## config.mk

```make
export PLATFORM = sky130hd
export DESIGN_NAME = id_ex_stage
export DESIGN_NICKNAME = d
export VERILOG_FILES = /design/src/rtl/id_ex_stage_pkg.sv /design/src/rtl/id_ex_stage_hazard_detect.sv /design/src/rtl/id_ex_stage.sv
export SDC_FILE = /design/constraint.sdc
export NUM_CORES = 1
export LEC_CHECK = 0
export CAP_MARGIN = 20
export CORE_MARGIN = 2
export CORE_UTILIZATION = 43
export CTS_CLUSTER_DIAMETER = 120
export CTS_CLUSTER_SIZE = 30
export DETAILED_ROUTE_END_ITERATION = 10
export GPL_ROUTABILITY_DRIVEN = 0
export MAX_ROUTING_LAYER = met4
export PLACE_DENSITY = 0.89
export SYNTH_ARGS = -nofsm -noshare
export SYNTH_HDL_FRONTEND = slang
export SYNTH_SLANG_ARGS = --single-unit
```

## constraint.sdc

```tcl
create_clock -name clk -period 12.3 [get_ports clk]
set_input_delay 2.46 -clock clk [delete_from_list [all_inputs] [get_ports clk]]
set_output_delay 2.46 -clock clk [all_outputs]
set_load 0.02 [all_outputs]
```

## src/rtl/id_ex_stage_pkg.sv

```systemverilog
// Shared decode constants, field positions and control decode for id_ex_stage.
package id_ex_stage_pkg;

  localparam int DSIZE  = 32;
  localparam int ASIZE  = 5;
  localparam int ISIZE  = 32;
  localparam int PCSIZE = 32;
  localparam int OPSIZE = 6;

  localparam logic [OPSIZE-1:0] OP_NOP  = 6'h00;
  localparam logic [OPSIZE-1:0] OP_ALU  = 6'h01;
  localparam logic [OPSIZE-1:0] OP_BEQ  = 6'h04;
  localparam logic [OPSIZE-1:0] OP_ADDI = 6'h08;
  localparam logic [OPSIZE-1:0] OP_LW   = 6'h23;
  localparam logic [OPSIZE-1:0] OP_SW   = 6'h2b;

  // Instruction field bit positions
  localparam int OP_HI  = 31;
  localparam int OP_LO  = 26;
  localparam int RD_HI  = 25;
  localparam int RD_LO  = 21;
  localparam int RS1_HI = 20;
  localparam int RS1_LO = 16;
  localparam int RS2_HI = 15;
  localparam int RS2_LO = 11;
  localparam int IMM_HI = 15;
  localparam int IMM_LO = 0;

  typedef struct packed {
    logic [OPSIZE-1:0] op;
    logic              uses_rs1;
    logic              uses_rs2;
    logic              wen;
    logic              memread;
    logic              memwrite;
  } ctl_t;

  // Opcode to control; unknown opcodes collapse to a NOP with no side effects
  function automatic ctl_t decode_ctl(logic [OPSIZE-1:0] op);
    ctl_t c;
    c = '0;
    c.op = OP_NOP;
    case (op)
      OP_ALU:  begin c.op = OP_ALU;  c.uses_rs1 = 1'b1; c.uses_rs2 = 1'b1; c.wen = 1'b1; end
      OP_ADDI: begin c.op = OP_ADDI; c.uses_rs1 = 1'b1; c.wen = 1'b1; end
      OP_LW:   begin c.op = OP_LW;   c.uses_rs1 = 1'b1; c.wen = 1'b1; c.memread = 1'b1; end
      OP_SW:   begin c.op = OP_SW;   c.uses_rs1 = 1'b1; c.uses_rs2 = 1'b1; c.memwrite = 1'b1; end
      OP_BEQ:  begin c.op = OP_BEQ;  c.uses_rs1 = 1'b1; c.uses_rs2 = 1'b1; end
      default: c.op = OP_NOP;
    endcase
    return c;
  endfunction

endpackage

```

## src/rtl/id_ex_stage_hazard_detect.sv

```systemverilog
// Load-use hazard: the load sitting in ID/EX writes a register that the
// instruction in decode reads, so its data is not available yet.
module hazard_detect
  import id_ex_stage_pkg::*;
#(
  parameter int ASIZE = id_ex_stage_pkg::ASIZE
) (
  input  logic             if_valid,
  input  logic [ASIZE-1:0] rs1,
  input  logic [ASIZE-1:0] rs2,
  input  logic             uses_rs1,
  input  logic             uses_rs2,
  input  logic             ex_valid,
  input  logic             ex_memread,
  input  logic [ASIZE-1:0] ex_rd,
  output logic             hz
);

  // r0 is hardwired, so a load targeting it never creates a dependency
  assign hz = if_valid & ex_valid & ex_memread & (ex_rd != '0) &
              (((ex_rd == rs1) & uses_rs1) | ((ex_rd == rs2) & uses_rs2));

endmodule

```

## src/rtl/id_ex_stage.sv

```systemverilog
// Decode stage and ID/EX pipeline register with load-use stall, flush and hold.
module id_ex_stage
  import id_ex_stage_pkg::*;
#(
  parameter int DSIZE  = id_ex_stage_pkg::DSIZE,
  parameter int ASIZE  = id_ex_stage_pkg::ASIZE,
  parameter int ISIZE  = id_ex_stage_pkg::ISIZE,
  parameter int PCSIZE = id_ex_stage_pkg::PCSIZE
) (
  input  logic              clk,
  input  logic              rst,
  input  logic              if_valid,
  input  logic [ISIZE-1:0]  if_instr,
  input  logic [PCSIZE-1:0] if_pc,
  output logic [ASIZE-1:0]  raddr1,
  output logic [ASIZE-1:0]  raddr2,
  input  logic [DSIZE-1:0]  rdata1,
  input  logic [DSIZE-1:0]  rdata2,
  input  logic              flush,
  input  logic              ex_hold,
  output logic              stall,
  output logic              ex_valid,
  output logic [5:0]        ex_op,
  output logic [ASIZE-1:0]  ex_rd,
  output logic [ASIZE-1:0]  ex_rs1,
  output logic [ASIZE-1:0]  ex_rs2,
  output logic [DSIZE-1:0]  ex_a,
  output logic [DSIZE-1:0]  ex_b,
  output logic [DSIZE-1:0]  ex_imm,
  output logic              ex_wen,
  output logic              ex_memread,
  output logic              ex_memwrite,
  output logic [PCSIZE-1:0] ex_pc
);

  logic [ASIZE-1:0] rd, rs1, rs2;
  logic [15:0]      imm;
  ctl_t             ctl;
  logic             hz;

  assign rd  = if_instr[RD_HI:RD_LO];
  assign rs1 = if_instr[RS1_HI:RS1_LO];
  assign rs2 = if_instr[RS2_HI:RS2_LO];
  assign imm = if_instr[IMM_HI:IMM_LO];
  assign ctl = decode_ctl(if_instr[OP_HI:OP_LO]);

  // Register file read ports follow IF/ID regardless of its valid bit
  assign raddr1 = rs1;
  assign raddr2 = rs2;

  hazard_detect #(.ASIZE(ASIZE)) u_hazard_detect (
    .if_valid   (if_valid),
    .rs1        (rs1),
    .rs2        (rs2),
    .uses_rs1   (ctl.uses_rs1),
    .uses_rs2   (ctl.uses_rs2),
    .ex_valid   (ex_valid),
    .ex_memread (ex_memread),
    .ex_rd      (ex_rd),
    .hz         (hz)
  );

  // A flush kills decode, so IF must be released even if a hazard or hold exists
  assign stall = (hz | ex_hold) & ~flush;

  // ID/EX register: flush > hold > bubble > load; bubbles keep data fields
  always_ff @(posedge clk or posedge rst) begin
    if (rst) begin
      ex_valid    <= 1'b0;
      ex_op       <= '0;
      ex_rd       <= '0;
      ex_rs1      <= '0;
      ex_rs2      <= '0;
      ex_a        <= '0;
      ex_b        <= '0;
      ex_imm      <= '0;
      ex_wen      <= 1'b0;
      ex_memread  <= 1'b0;
      ex_memwrite <= 1'b0;
      ex_pc       <= '0;
    end else if (flush || (!ex_hold && hz)) begin
      ex_valid    <= 1'b0;
      ex_wen      <= 1'b0;
      ex_memread  <= 1'b0;
      ex_memwrite <= 1'b0;
    end else if (!ex_hold) begin
      ex_valid    <= if_valid;
      ex_op       <= ctl.op;
      ex_rd       <= rd;
      ex_rs1      <= rs1;
      ex_rs2      <= rs2;
      ex_a        <= rdata1;
      ex_b        <= rdata2;
      ex_imm      <= {{(DSIZE-16){imm[15]}}, imm};
      // Controls are gated by valid so an empty slot never writes anything
      ex_wen      <= if_valid & ctl.wen & (rd != '0);
      ex_memread  <= if_valid & ctl.memread;
      ex_memwrite <= if_valid & ctl.memwrite;
      ex_pc       <= if_pc;
    end
  end

endmodule

```

==> flow_summary_export.csv, run 1 <==
group,metric,value,unit
timing,fin_ws,4.94,ns
detailed_routing,drt_wl_total,15000,um
place,hpwl,11000,um
timing,finalHoldViolCount,0,
pwr,switching_power,0.395,mW
global_routing,track_usage,23.1,%
timing,worst_pin_slew,0.890,ns
yosys,yosysWarningCount,0,
layout,num_antenna_cells,0,
detailed_routing,wirelength_met1,5320,um
detailed_routing,routed-via-count,4004,
worst_setup_path,reg2reg_slack,8.59,ns
global_routing,grt_pass1_vias,4494,
die,start_util,44.0,%
worst_setup_path,startpoint,"if_instr[27]",
timing,totalNegativeSetupSlack,0,ns
worst_setup_path,regToRegEndpoint,"ex_pc[31]$_DFFE_PP0P_",
timing,finClkSkew,0.00527,ns
layout,fill_cells,840,
yosys,synthFlopType,"dfrtp_1",
clock_network,postCtsSetupRepairBufs,0,
place,io_buffer_count,295,
timing,rsz0062_at_grt,"false",
clock_network,hold_buffers,0,
worst_setup_path,crit_end,"stall",
yosys,async_flop_share,100,%
layout,final_cell_mix,"clkdlybuf4s50_1, dfrtp_1, mux2_2",
min_path,min-delay-start,"ex_wen$_DFFE_PP0P_",
place,dp_slack,4.98,ns
global_routing,grt-ovfl-total,0,
layout,final_common_cell,"clkdlybuf4s50_1",
detailed_routing,dr.max_layer_used,"met4",
worst_setup_path,r2r_start,"ex_rd[3]$_DFFE_PP0P_",
yosys,synth_area_leaders,"dfrtp_1, mux2_2, mux2_4",
yosys,syn_nets,498,
worst_setup_path,critPathCaptureType,"output pin",
yosys,postSynthCellCount,365,
pwr,clockPowerShare,35.4,%
clock_network,clockRootBuffer,"clkbuf_16",
worst_setup_path,arrival,4.90,ns
status,status,"completed",
timing,timing.fmax,0.136,GHz
die,row_count,41,
die,dieHeight,118,um
die,dieArea,13800,um^2
yosys,yosysUniqueCellTypes,31,
yosys,yosysTopAreaCell,"dfrtp_1",
pwr,switching_share,27.6,%
worst_setup_path,crit_required,9.84,ns
die,ios,297,
yosys,synth_top_area_share,58.6,%
detailed_routing,drtIter0Drc,181,
clock_network,clk_pin_slew,0.05,ns
detailed_routing,wl_met2,7970,um
worst_setup_path,start_kind,"input port",
pwr,p_leak,3.75,nW
global_routing,grt_max_degree,70,
flow_run,maxCapViolCount,0,
die,core-area,12600,um^2
yosys,synth_edf_count,0,
pwr,ir_worst_vdd,0.113,mV
timing,final-max-slew-violation-count,0,
pwr,p_comb_share,27.7,%
clock_network,cts_resized,0,
timing,max_slew_margin,40.7,%
layout,final_cells,818,
worst_setup_path,crit_type,"input port to output pin",
timing,finalCritPeriodShare,59.9,%
detailed_routing,drcViolationCount,0,
timing,post-route-min-period,7.36,ns
pwr,p_seq_share,36.9,%
yosys,ys_ff_latch,130,
pwr,power_density,159,nW/um^2
layout,drive_gt1_share,25.4,%
detailed_routing,avgViaCountPerCell,4.89,
detailed_routing,ant_nets,0,
global_routing,antenna_found_initial,0,
detailed_routing,drt_first_pass_iters,4,
worst_setup_path,rr_worst_depth,8,
worst_setup_path,crit_fanout,7,
timing,setup_viol,0,
clock_network,clkLatencyLatePin,0.41,ns
detailed_routing,wl_per_cell,18.3,um
place,dp.cells,786,
global_routing,grt_pass1_wl,24200,um
clock_network,clock_sinks,130,
yosys,netlist_area,5560,um^2
layout,fin_nets,766,
layout,syn_to_final_growth,62.0,%
yosys,synth.avg_cell_area,15.2,um^2
detailed_routing,wl_met3,1220,um
pwr,p_int,1.04,mW
min_path,min_path_type,"flip-flop to flip-flop",
yosys,seq_area_frac_synth,58.6,%
clock_network,h-tree-depth,4,
die,fp.dieW,118,um
clock_network,cts_tree,"yes",
clock_network,cts_buffers,17,
clock_network,cts_max_path_buffers,2,
-- worst max-delay path: stages --
cell and delay [ns]:
clkdlybuf4s50_1 0.61, nand3_2 0.18, nor3b_2 0.21, a21oi_1 0.08, o41ai_2 0.45, a21oi_1 0.12
nor2_1 0.11, clkdlybuf4s50_1 0.67
-- kinds of logic after synthesis --
logic type | count (synthesis) | synth area share, %
AO/OA/AOI/OAI | 15 | 1.82
flip-flops | 130 | 58.6
buffers and inverters | 50 | 6.51
AND/OR/NAND/NOR | 31 | 2.91
XOR/XNOR | 12 | 1.89
other | 1 | 0.0675
multiplexers | 126 | 28.2
-- metal layers --
metal  global-route usage (%)  vias up
met5                        -        -
met1                     23.6     1973
met2                     40.1      212
met4                     10.2        0
met3                     7.95       41
li1                         -     1778
-- through the flow --
stage	total power [mW]	cell area, um^2	utilization (%)	hold slack [ns]
4_1_cts	1.45	9000	71.3	0.504
3_3_place_gp	0.923	8400	66.6	0.472
6_report	1.43	9000	71.3	0.500
5_1_grt	1.49	9000	71.3	0.512
3_5_place_dp	0.933	8400	66.6	0.480
2_1_floorplan	0.733	5560	-	0.587
-- sequential cells by signal, summed over array words and instances, names as in the netlist --
| name | flops |
|---|---|
| ex_wen | 1 |
| ex_b | 32 |
| ex_imm | 11 |
| ex_memread | 1 |
| ex_memwrite | 1 |
| ex_a | 32 |
| ex_rs1 | 5 |
| ex_rs2 | 5 |
| ex_op | 4 |
| ex_rd | 5 |
| ex_valid | 1 |
| ex_pc | 32 |
-- layout make-up --
cell class	count	area, um^2	area share [%]
Sequential cell	130	3250	36.2
Timing Repair Buffer	298	2980	33.1
Multi-Input combinational cell	185	1950	21.7
Clock buffer	21	460	5.12
Tap cell	172	215	2.39
Clock inverter	11	135	1.50
Inverter	1	6.26	0.0695
-- worst min path at each step --
stage | cells after the start | end | slack, ns
6_report | 2 | ex_wen$_DFFE_PP0P_ | 0.50
5_1_grt | 1 | ex_b[26]$_DFFE_PP0P_ | 0.51
4_1_cts | 2 | ex_wen$_DFFE_PP0P_ | 0.50
3_5_place_dp | 2 | ex_wen$_DFFE_PP0P_ | 0.48
3_3_place_gp | 2 | ex_wen$_DFFE_PP0P_ | 0.47
2_1_floorplan | 2 | ex_memwrite$_DFFE_PP0P_ | 0.59
-- power by group through the flow --
stage | logic, mW | registers, mW | clock network [mW]
floorplan | 0.129 | 0.604 | 0
global placement | 0.392 | 0.531 | 0
detailed placement | 0.399 | 0.535 | 0
CTS | 0.401 | 0.529 | 0.517
global route | 0.416 | 0.536 | 0.536
finish | 0.397 | 0.528 | 0.508
-- synth_stat cells, types with 2 or more instances --
cell	number
mux2_4	40
or3_1	2
dfrtp_1	130
nor2_1	6
xor2_1	7
mux2_2	86
o211ai_1	2
a21oi_1	5
xnor2_1	5
nor4_1	2
buf_4	33
nor3_1	4
nand2b_1	2
buf_6	5
buf_2	10
nand2_1	9
o21ai_0	3
Note: power is estimated with default switching activity, not from simulation.
==> run 2, diff against run 1 <==
CORE_UTILIZATION = 39   (was 43)
PLACE_DENSITY = 0.82   (was 0.89)
clock period = 6.8 ns   (was 12.3 ns; I/O delays follow)
==> flow_summary_export.csv, run 2 (synthesized netlist as in run 1, its figures left out) <==
group,metric,value,unit
timing,fin_ws,1.67,ns
layout,final_cell_mix,"clkdlybuf4s50_1, dfrtp_1, mux2_2",
clock_network,cts_tree,"yes",
clock_network,h-tree-depth,4,
worst_setup_path,crit_end,"stall",
worst_setup_path,crit_type,"input port to output pin",
detailed_routing,drtIter0Drc,143,
global_routing,grt-ovfl-total,0,
worst_setup_path,reg2reg_slack,4.36,ns
timing,final-max-slew-violation-count,0,
detailed_routing,wl_per_cell,17.9,um
pwr,p_int,1.79,mW
place,dp_slack,1.65,ns
timing,totalNegativeSetupSlack,0,ns
pwr,p_leak,3.72,nW
worst_setup_path,r2r_start,"ex_rd[1]$_DFFE_PP0P_",
pwr,ir_worst_vdd,0.159,mV
clock_network,cts_buffers,17,
timing,finalCritPeriodShare,75.4,%
detailed_routing,routed-via-count,3939,
die,start_util,40.0,%
worst_setup_path,slowest_delay,0.64,ns
worst_setup_path,crit_fanout,6,
die,fp.dieW,123,um
timing,worst_pin_slew,0.955,ns
worst_setup_path,startpoint,"if_instr[26]",
worst_setup_path,path_buf_inv,2,
die,dieArea,15200,um^2
layout,fill_cells,1022,
pwr,p_comb_share,28.9,%
global_routing,grt_pass1_vias,4153,
clock_network,clkLatencyLatePin,0.41,ns
pwr,clockPowerShare,32.5,%
detailed_routing,drcViolationCount,0,
flow_run,maxCapViolCount,0,
status,status,"completed",
pwr,switching_share,27.8,%
detailed_routing,avgViaCountPerCell,4.79,
detailed_routing,ant_nets,0,
worst_setup_path,crit_required,5.44,ns
clock_network,cts_max_path_buffers,2,
worst_setup_path,start_kind,"input port",
min_path,min_path_type,"flip-flop to flip-flop",
clock_network,hold_buffers,0,
worst_setup_path,crit_family,"buffers and inverters",
die,dieHeight,123,um
detailed_routing,drt_wl_total,14700,um
worst_setup_path,crit_path_cell_trace,"clkdlybuf4s50_1 > nand3_2 > nor3b_2 > a21oi_1 > o41ai_2 > a21oi_1 > nor2_1 > clkdlybuf4s50_1",
timing,rsz0062_at_grt,"false",
clock_network,postCtsSetupRepairBufs,0,
clock_network,clk_pin_slew,0.05,ns
worst_setup_path,path_depth,8,
pwr,power_density,277,nW/um^2
die,row_count,43,
layout,fin_nets,766,
global_routing,grt_pass1_wl,21500,um
layout,reg.largest.list,"ex_a x32, ex_b x32, ex_pc x32",
global_routing,track_usage,19.5,%
global_routing,antenna_found_initial,0,
timing,max_slew_margin,36.3,%
global_routing,grt_max_degree,76,
pwr,p_seq_share,38.6,%
layout,final_common_cell,"clkdlybuf4s50_1",
worst_setup_path,regToRegEndpoint,"ex_b[20]$_DFFE_PP0P_",
timing,setup_viol,0,
clock_network,clockRootBuffer,"clkbuf_16",
timing,finalHoldViolCount,0,
timing,finClkSkew,0.00765,ns
worst_setup_path,critPathCaptureType,"output pin",
detailed_routing,drt_first_pass_iters,4,
worst_setup_path,rr_worst_depth,7,
timing,post-route-min-period,5.13,ns
clock_network,cts_resized,0,
clock_network,clock_sinks,130,
layout,drive_gt1_share,24.7,%
place,io_buffer_count,295,
layout,num_antenna_cells,0,
layout,stdcell_area,8940,um^2
place,dpl_cell_area,8420,um^2
place,hpwl,11100,um
worst_setup_path,arrival,3.77,ns
layout,syn_to_final_growth,60.9,%
timing,timing.fmax,0.195,GHz
worst_setup_path,slowest_stage,"clkdlybuf4s50_1",
die,core-area,13900,um^2
die,ios,297,
pwr,switching_power,0.689,mW
==> run 2: changes by cell type in the layout (fill, tap and decap cells not counted) <==
cell        previous run  this run
buf_12                 0         1
clkbuf_1               2         4
buf_4                  3         2
clkinv_2               6         5
clkinvlp_4             2         1
bufinv_16              3         1
clkbuf_8               2         1
==> run 2: worst min-delay path by stage <==
stage	to	depth (start not counted)	slack (ns)	from
floorplan	ex_memwrite$_DFFE_PP0P_	2	0.59	ex_memwrite$_DFFE_PP0P_
global placement	ex_wen$_DFFE_PP0P_	2	0.46	ex_wen$_DFFE_PP0P_
CTS	ex_memwrite$_DFFE_PP0P_	2	0.48	ex_memwrite$_DFFE_PP0P_
detailed placement	ex_memwrite$_DFFE_PP0P_	2	0.47	ex_memwrite$_DFFE_PP0P_
finish	ex_memwrite$_DFFE_PP0P_	2	0.47	ex_memwrite$_DFFE_PP0P_
global route	ex_memwrite$_DFFE_PP0P_	2	0.51	ex_memwrite$_DFFE_PP0P_
==> run 2: tightest hold or removal path: stages, from the launching register on <==
cell and delay [ns]:
dfrtp_1 0.34, nand2_1 0.04, o21ai_0 0.06
==> run 2: power groups by stage <==
stage | combinational, mW | sequential, mW | clock, mW
after CTS | 0.725 | 0.958 | 0.824
after floorplan | 0.233 | 1.09 | 0
after global placement | 0.712 | 0.960 | 0
after global routing | 0.753 | 0.970 | 0.865
after detailed placement | 0.722 | 0.969 | 0
final | 0.716 | 0.957 | 0.805
==> run 2: layout make-up <==
class	count	area [um^2]	area share [%]
clock buffers	22	454	5.08
flip-flops and latches	130	3250	36.4
well taps	180	225	2.52
multi-input cells	185	1950	21.8
inverters	1	6.26	0.0700
clock inverters	7	62.6	0.700
repair buffers	298	2990	33.4
==> run 2: routing by layer <==
| layer | wire length (um) | track usage, % | share of wire, % |
|---|---|---|---|
| met5 | 0 | - | 0 |
| met1 | 5420 | 20.8 | 37 |
| met3 | 1080 | 5.44 | 7.3 |
| met4 | 340 | 8.31 | 2.3 |
| met2 | 7860 | 33.8 | 53 |
==> run 2: stage by stage <==
stage | std cells | hold slack [ns] | power (mW) | util, %
after floorplan | 365 | 0.587 | 1.33 | -
after global placement | 794 | 0.465 | 1.67 | 60.7
after detailed placement | 794 | 0.469 | 1.69 | 60.7
after CTS | 823 | 0.481 | 2.51 | 64.4
after global routing | 823 | 0.509 | 2.59 | 64.4
final | 823 | 0.475 | 2.48 | 64.4
